==> src/rtl/sequenced_decoder.sv <==
// Registered one-hot address decoder with LATCH, PULSE and SCAN modes.
// Commands use a valid/ready handshake; abort and synchronous reset cancel any activity.
module sequenced_decoder #(
  parameter int ADDR_WIDTH = 2,
  parameter int PULSE_LEN  = 3
) (
  input  logic                       clk,
  input  logic                       reset_n,
  input  logic                       in_valid,
  output logic                       in_ready,
  input  logic [ADDR_WIDTH-1:0]      address,
  input  logic                       enable,
  input  logic [1:0]                 mode,
  input  logic                       abort,
  output logic [(1<<ADDR_WIDTH)-1:0] out,
  output logic [ADDR_WIDTH-1:0]      cur_addr,
  output logic                       busy,
  output logic                       done
);

  localparam int OUTPUTS = 1 << ADDR_WIDTH;
  localparam int CW      = $clog2(PULSE_LEN + 1);

  typedef enum logic [1:0] {
    S_IDLE  = 2'd0,
    S_LATCH = 2'd1,
    S_PULSE = 2'd2,
    S_SCAN  = 2'd3
  } state_t;

  state_t                state;
  logic [CW-1:0]         cnt;
  logic [ADDR_WIDTH-1:0] steps;
  logic [ADDR_WIDTH-1:0] next_addr;

  function automatic logic [OUTPUTS-1:0] onehot(input logic [ADDR_WIDTH-1:0] a);
    onehot    = '0;
    onehot[a] = 1'b1;
  endfunction

  assign in_ready  = !busy;
  // Wraps naturally from OUTPUTS-1 to 0 because the width is exactly ADDR_WIDTH.
  assign next_addr = cur_addr + ADDR_WIDTH'(1);

  always_ff @(posedge clk) begin
    if (!reset_n) begin
      state    <= S_IDLE;
      out      <= '0;
      cur_addr <= '0;
      busy     <= 1'b0;
      done     <= 1'b0;
      cnt      <= '0;
      steps    <= '0;
    end else begin
      done <= 1'b0;
      if (abort) begin
        state    <= S_IDLE;
        out      <= '0;
        cur_addr <= '0;
        busy     <= 1'b0;
      end else begin
        case (state)
          S_PULSE: begin
            if (cnt != '0) begin
              cnt <= cnt - CW'(1);
            end else begin
              state    <= S_IDLE;
              out      <= '0;
              cur_addr <= '0;
              busy     <= 1'b0;
              done     <= 1'b1;
            end
          end
          S_SCAN: begin
            if (cnt != '0) begin
              cnt <= cnt - CW'(1);
            end else if (steps != '0) begin
              cur_addr <= next_addr;
              out      <= onehot(next_addr);
              cnt      <= CW'(PULSE_LEN - 1);
              steps    <= steps - ADDR_WIDTH'(1);
            end else begin
              state    <= S_IDLE;
              out      <= '0;
              cur_addr <= '0;
              busy     <= 1'b0;
              done     <= 1'b1;
            end
          end
          default: begin
            // IDLE and LATCH both accept; LATCH is replaced with no gap cycle.
            if (in_valid) begin
              if (!enable || mode == 2'd3) begin
                state    <= S_IDLE;
                out      <= '0;
                cur_addr <= '0;
              end else begin
                out      <= onehot(address);
                cur_addr <= address;
                cnt      <= CW'(PULSE_LEN - 1);
                steps    <= '1;
                case (mode)
                  2'd1:    begin state <= S_PULSE; busy <= 1'b1; end
                  2'd2:    begin state <= S_SCAN;  busy <= 1'b1; end
                  default: state <= S_LATCH;
                endcase
              end
            end
          end
        endcase
      end
    end
  end

endmodule

==> config.mk <==
export PLATFORM = sky130hd
export DESIGN_NAME = sequenced_decoder
export DESIGN_NICKNAME = d
export VERILOG_FILES = /design/src/rtl/sequenced_decoder.sv
export SDC_FILE = /design/constraint.sdc
export NUM_CORES = 1
export LEC_CHECK = 0
export CAP_MARGIN = 20
export CORE_MARGIN = 3
export CORE_UTILIZATION = 45
export CTS_BUF_LIST = sky130_fd_sc_hd__clkbuf_16
export DETAILED_ROUTE_END_ITERATION = 8
export PLACE_DENSITY = 0.72
export RECOVER_POWER = 50
export SYNTH_ARGS = -nofsm -noshare
export SYNTH_HDL_FRONTEND = slang
export SYNTH_SLANG_ARGS = --single-unit
==> constraint.sdc <==
create_clock -name clk -period 1.7 [get_ports clk]
set_clock_uncertainty 0.2 [all_clocks]
set_input_delay 0.255 -clock clk [delete_from_list [all_inputs] [get_ports clk]]
set_output_delay 0.255 -clock clk [all_outputs]
set_load 0.01 [all_outputs]
# [After elaboration in Yosys (flattened, before gate mapping)]
# Index checks and enable logic that the tools add are counted.
[op_classes] add_sub_neg=3 mul=0 div=0 magnitude_cmp=4 n_eq_ne=13 shifts=0 mux=44 n_bitwise=3 n_reduce_logical=17
[ops] cell="two-way mux 2 bit" n=18
[ops] cell="two-way mux 4 bit" n=5
[ops] cell="one-hot mux 2 bit (2 select lines)" n=5
[ops] cell="AND reduction 6 bit" n=2
[ops] cell="two-way mux 1 bit" n=11
[ops] cell="!= test 2 bit (second input constant)" n=5
[ops] cell="equality test 2 bit (second input constant)" n=4
[ops] cell="one-hot mux 4 bit (2 select lines)" n=1
[ops] cell="< comparator 2 x 3 -> 1 bit (second input constant)" n=2
[ops] cell="nonzero test 2 bit" n=3
[ops] cell="nonzero test 3 bit" n=2
[ops] cell="AND reduction 5 bit" n=1
[ops] cell="demux 1 bit (select 2 bit)" n=2
[ops] cell="greater-or-equal comparator 2 x 1 -> 1 bit (second input constant)" n=2
[ops] cell="one-hot mux 1 bit (2 select lines)" n=2
[ops] cell="AND reduction 4 bit" n=1
[ops] cell="OR reduction 2 bit" n=2
[ops] cell="subtractor 2 x 1 -> 2 bit (second input constant)" n=2
[ops] cell="!= test 3 x 1 -> 1 bit (second input constant)" n=1
[ops] cell="!= test 3 bit (second input constant)" n=1
[ops] cell="NOT 1 bit" n=3
[ops] cell="AND reduction 3 bit" n=1
[ops] cell="adder 2 x 1 -> 2 bit (second input constant)" n=1
[ops] cell="equality test 2 x 1 -> 1 bit (second input constant)" n=1
[ops] cell="other kinds (4)" n=6
[totals] regBits=14 latch_bits=0 ram_bits=0 mem_bits_ro=0 in_bits=9 output_inout_bits=9 wordCells=91 n_memories=0

# [Logic depth before layout (Yosys ltp)]
[depth] depth_word=8 ltp_mapped=7 depth_no_buf=6

# [Worst setup path after synthesis]
# Ideal clock, no wire load.
[synth_path] kind="reg-to-reg" from="reg steps[0]" to="reg cnt[0]" setup_ns=0.072 arrival_time_ns=1.232 t_required_ns=1.428 slack_ns=0.196 path_stages_with_launch=7 path_buffers=0 cell_sequence="dfxtp_1 -> inv_1 -> ha_1 -> nand2b_1 -> nand3_1 -> o211a_1 -> mux2i_1"
[synth_via] elab_chain_cells=3
[synth_rtl] item="start, declared" line_no="33" text="logic [ADDR_WIDTH-1:0] steps;"
[synth_rtl] item="start signal, assigned" line_no="81" text="steps <= steps - ADDR_WIDTH'(1);"
[synth_rtl] item="nonzero test 2 bit" line_no="77" text="end else if (steps != '0) begin"
[synth_rtl] item="!= test 3 bit (no line)"
[synth_rtl] item="AND reduction 5 bit (no line)"
[synth_rtl] item="end signal, assigned" line_no="76" text="cnt <= cnt - CW'(1);"
[synth_rtl] item="end signal, assigned" line_no="80" text="cnt <= CW'(PULSE_LEN - 1);"
[synth_rtl] item="end signal, assigned" line_no="100" text="cnt <= CW'(PULSE_LEN - 1);"
[synth_rtl] item="end, declared" line_no="32" text="logic [CW-1:0] cnt;"
# Every way passes these cells.
# A chain may end at the register's enable or synchronous reset.

# [Worst setup path after layout]
[layout_path] from="reg cur_addr[0]" to="out cur_addr[0]"
[layout_rtl] item="start, declared" line_no="16" text="output logic [ADDR_WIDTH-1:0] cur_addr,"
[layout_rtl] item="start signal, assigned" line_no="78" text="cur_addr <= next_addr;"
[layout_rtl] item="start signal, assigned" line_no="99" text="cur_addr <= address;"
# No word-level cell between the ends.

==> metrics <==
status finished clean; CTS tree done; IO buf count 17; cell taking the most area after synthesis dfxtp_1; vias in the first global route 668; Max Freq 612 MHz; Synth top area share 33.5%; n_diodes 0; Post-Syn Instances 91; vias per cell 5.06; pins over their slew limit 0; Clk Latency, worst-skew pair 0.24 ns; Synth cell types 32; unrepaired setup endpoints after global routing yes; post-synthesis register bit count 14; GRT Total Usage 15.8%; NumNets Final 135; DRC 0; CTS Buf Count 3; crit-path cells clkdlybuf4s50_1; via count 709; Leakage 0.000475 uW; Synth-to-Final Area Change 41.0%; crit share post-route 96.1%; min cycle time layout 1.63 ns; depth of the worst register-to-register path 6; Max IR drop VDD 919 uV; Setup Buffers After CTS 0; max_slew headroom 71.4%; largest net degree at the start of global routing 11; Sink Count 14; net count after synthesis 109; Initial Util 51.3%; Placed Area 1060 um2; hold-critical path endpoint busy; Worst setup EP type primary output; root buffer cell clkbuf_16; wire per inst 12.2 um; I/O pin cnt 18; CP arrival 1.18 ns; slowest CP cell clkdlybuf4s50_1; Ys Warns 0; Synth area leaders dfxtp_1 34%, ha_1 13%, nor2_1 4.9%; clk slew on worst S/H paths 0.05 ns; final instance area 1180 um2; CP Class register to primary output; hold_sp busy; mapped cell area 836 um2; final WL 1.71 mm; share of cells above drive strength 1 20.7%; Final ANT Viol Nets 0; Clock Path Buffers 2; Seq/Total Area, Yosys 33.5%; Core Box Area 1630 um2; max incr delay on CP 0.56 ns; Pre-antenna DRT Iters 4; delay-heaviest family, CP buffers and inverters; Buf/Inv on CP 1; Startpoint Class register; Min-Delay Path Class register to register; CTS HTree Levels 1; Post-CTS Hold Fix Bufs 0; FP Rows 14; FF-to-FF End cur_addr[0]; Total Die Area 2410 um2; Setup violations, final 0; Final Wtd Congestion 0.753; required time of the critical path 1.24 ns; hold path depth 2; r2r setup slk 0.11 ns; first-pass GRT wire length 2.93 mm; CP Max Fanout 4; Syn Area/Cell 9.18 um2; pwr dens 790 nW/um2; worst slew pin tran 0.429 ns; die width 49.1 um; initial antenna violation count 0; final hold viol count 0; r2r startpoint steps[0]; GRT overflow 0; die height 49.1 um; Final HPWL DP 1.32 mm; Detailed Route Iter0 Violations 19; Final Power 931 uW; Crit. Startpoint cur_addr[0]; maxcap violations 0
## worst max-delay path by stage
stage,cells past startpoint,to,slack (ns)
floorplan,6,cnt[0],0.20
global placement,6,cnt[0],-0.20
detailed placement,6,cnt[0],-0.28
CTS,6,cnt[0],0.05
global route,6,cnt[0],-0.03
finish,1,cur_addr[0],0.07
## per-layer routing
layer	wire length, um	up-vias	track usage [%]
li1	-	376	-
met1	822	318	18.9
met2	796	13	26.6
met3	73	2	5.50
met4	12	0	4.27
met5	0	-	0
## cell families (layout without fill, tap and decap cells)
logic type	count (synthesis)	count (layout)	synth area share, %
AND/OR/NAND/NOR	33	33	21.1
AO/OA/AOI/OAI	22	22	23.2
flip-flops	14	14	33.5
buffers and inverters	12	37	7.49
adder cells (fa/ha/maj)	9	9	13.5
multiplexers	1	1	1.20
## cell usage in the layout (no fill, tap or decap)
cell	netlist	final
a211o_1	1	1
a211oi_1	4	3
a211oi_2	0	1
a21boi_0	1	1
a21boi_2	1	1
a21oi_1	2	2
a21oi_4	0	1
a221oi_1	2	1
a221oi_2	2	3
a32oi_1	3	3
and2_4	1	1
buf_4	0	6
clkbuf_1	1	1
clkbuf_16	0	3
clkdlybuf4s50_1	0	13
clkinv_1	0	1
dfxtp_1	14	14
dlygate4sd3_1	0	4
ha_1	9	8
ha_2	0	1
inv_1	8	8
inv_4	1	1
mux2i_1	1	1
nand2_1	7	7
nand2b_1	4	2
nand2b_4	1	3
nand3_1	2	1
nand3_2	0	1
nand4b_1	1	1
nor2_1	11	11
nor2_4	1	1
nor2b_1	1	1
nor2b_2	1	1
nor3_1	2	2
o211a_1	2	2
o21a_1	1	1
o21ai_0	1	1
o221a_1	1	1
or3_1	1	1
## synth_stat cells
cell type	number
inv_4	1
a221oi_2	2
a21boi_2	1
a21boi_0	1
nor2b_2	1
nand2b_1	4
o211a_1	2
o21a_1	1
a32oi_1	3
a221oi_1	2
a211o_1	1
dfxtp_1	14
nor2_4	1
nand2_1	7
mux2i_1	1
nor2_1	11
a211oi_1	4
inv_1	8
nor3_1	2
nor2b_1	1
o221a_1	1
nand3_1	2
or3_1	1
a21oi_1	2
clkbuf_1	1
ha_1	9
o21ai_0	1
and2_4	1
a21oi_2	1
buf_6	2
nand2b_4	1
nand4b_1	1
## cell type report
class / count / area [um2]
Inverter: 9 / 36.3
Sequential cell: 14 / 280
Tap cell: 24 / 30.0
Clock buffer: 3 / 75.1
Clock inverter: 1 / 3.75
Timing Repair Buffer: 24 / 219
Multi-Input combinational cell: 65 / 534
Fill cell: 126 / 450
## power breakdown
part | switching [uW] | internal [uW] | total [uW]
Clock | 127 | 310 | 438
Sequential | 9.14 | 341 | 350
Combinational | 67.4 | 75.5 | 143
## registers in the layout, indices dropped and copies added, names as in the netlist
name / count
steps: 2
out: 4
cnt: 2
cur_addr: 2
state: 2
done: 1
busy: 1
## worst min-delay path, cell delays in order, from the launching register on
cell	delay, ns
dfxtp_1	0.31
nand2_1	0.06
a21oi_1	0.05
## stage by stage
stage                     cells  util, %  hold slack [ns]  setup TNS [ns]  worst slack (ns)
final                       140     72.4            0.272               0            0.0665
after global routing        140     72.4            0.306         -0.0304           -0.0304
after CTS                   140     70.5            0.275               0            0.0521
after detailed placement    136     65.2            0.269           -2.23            -0.279
after global placement      136     65.2            0.259           -1.81            -0.205
after floorplan              91        -            0.188               0             0.196
## repair_timing
item,CTS,global route
setup endpoints to repair,3,6
pin swaps,2,2
resized for setup,1,7
Note: power is estimated with default switching activity, not from simulation.
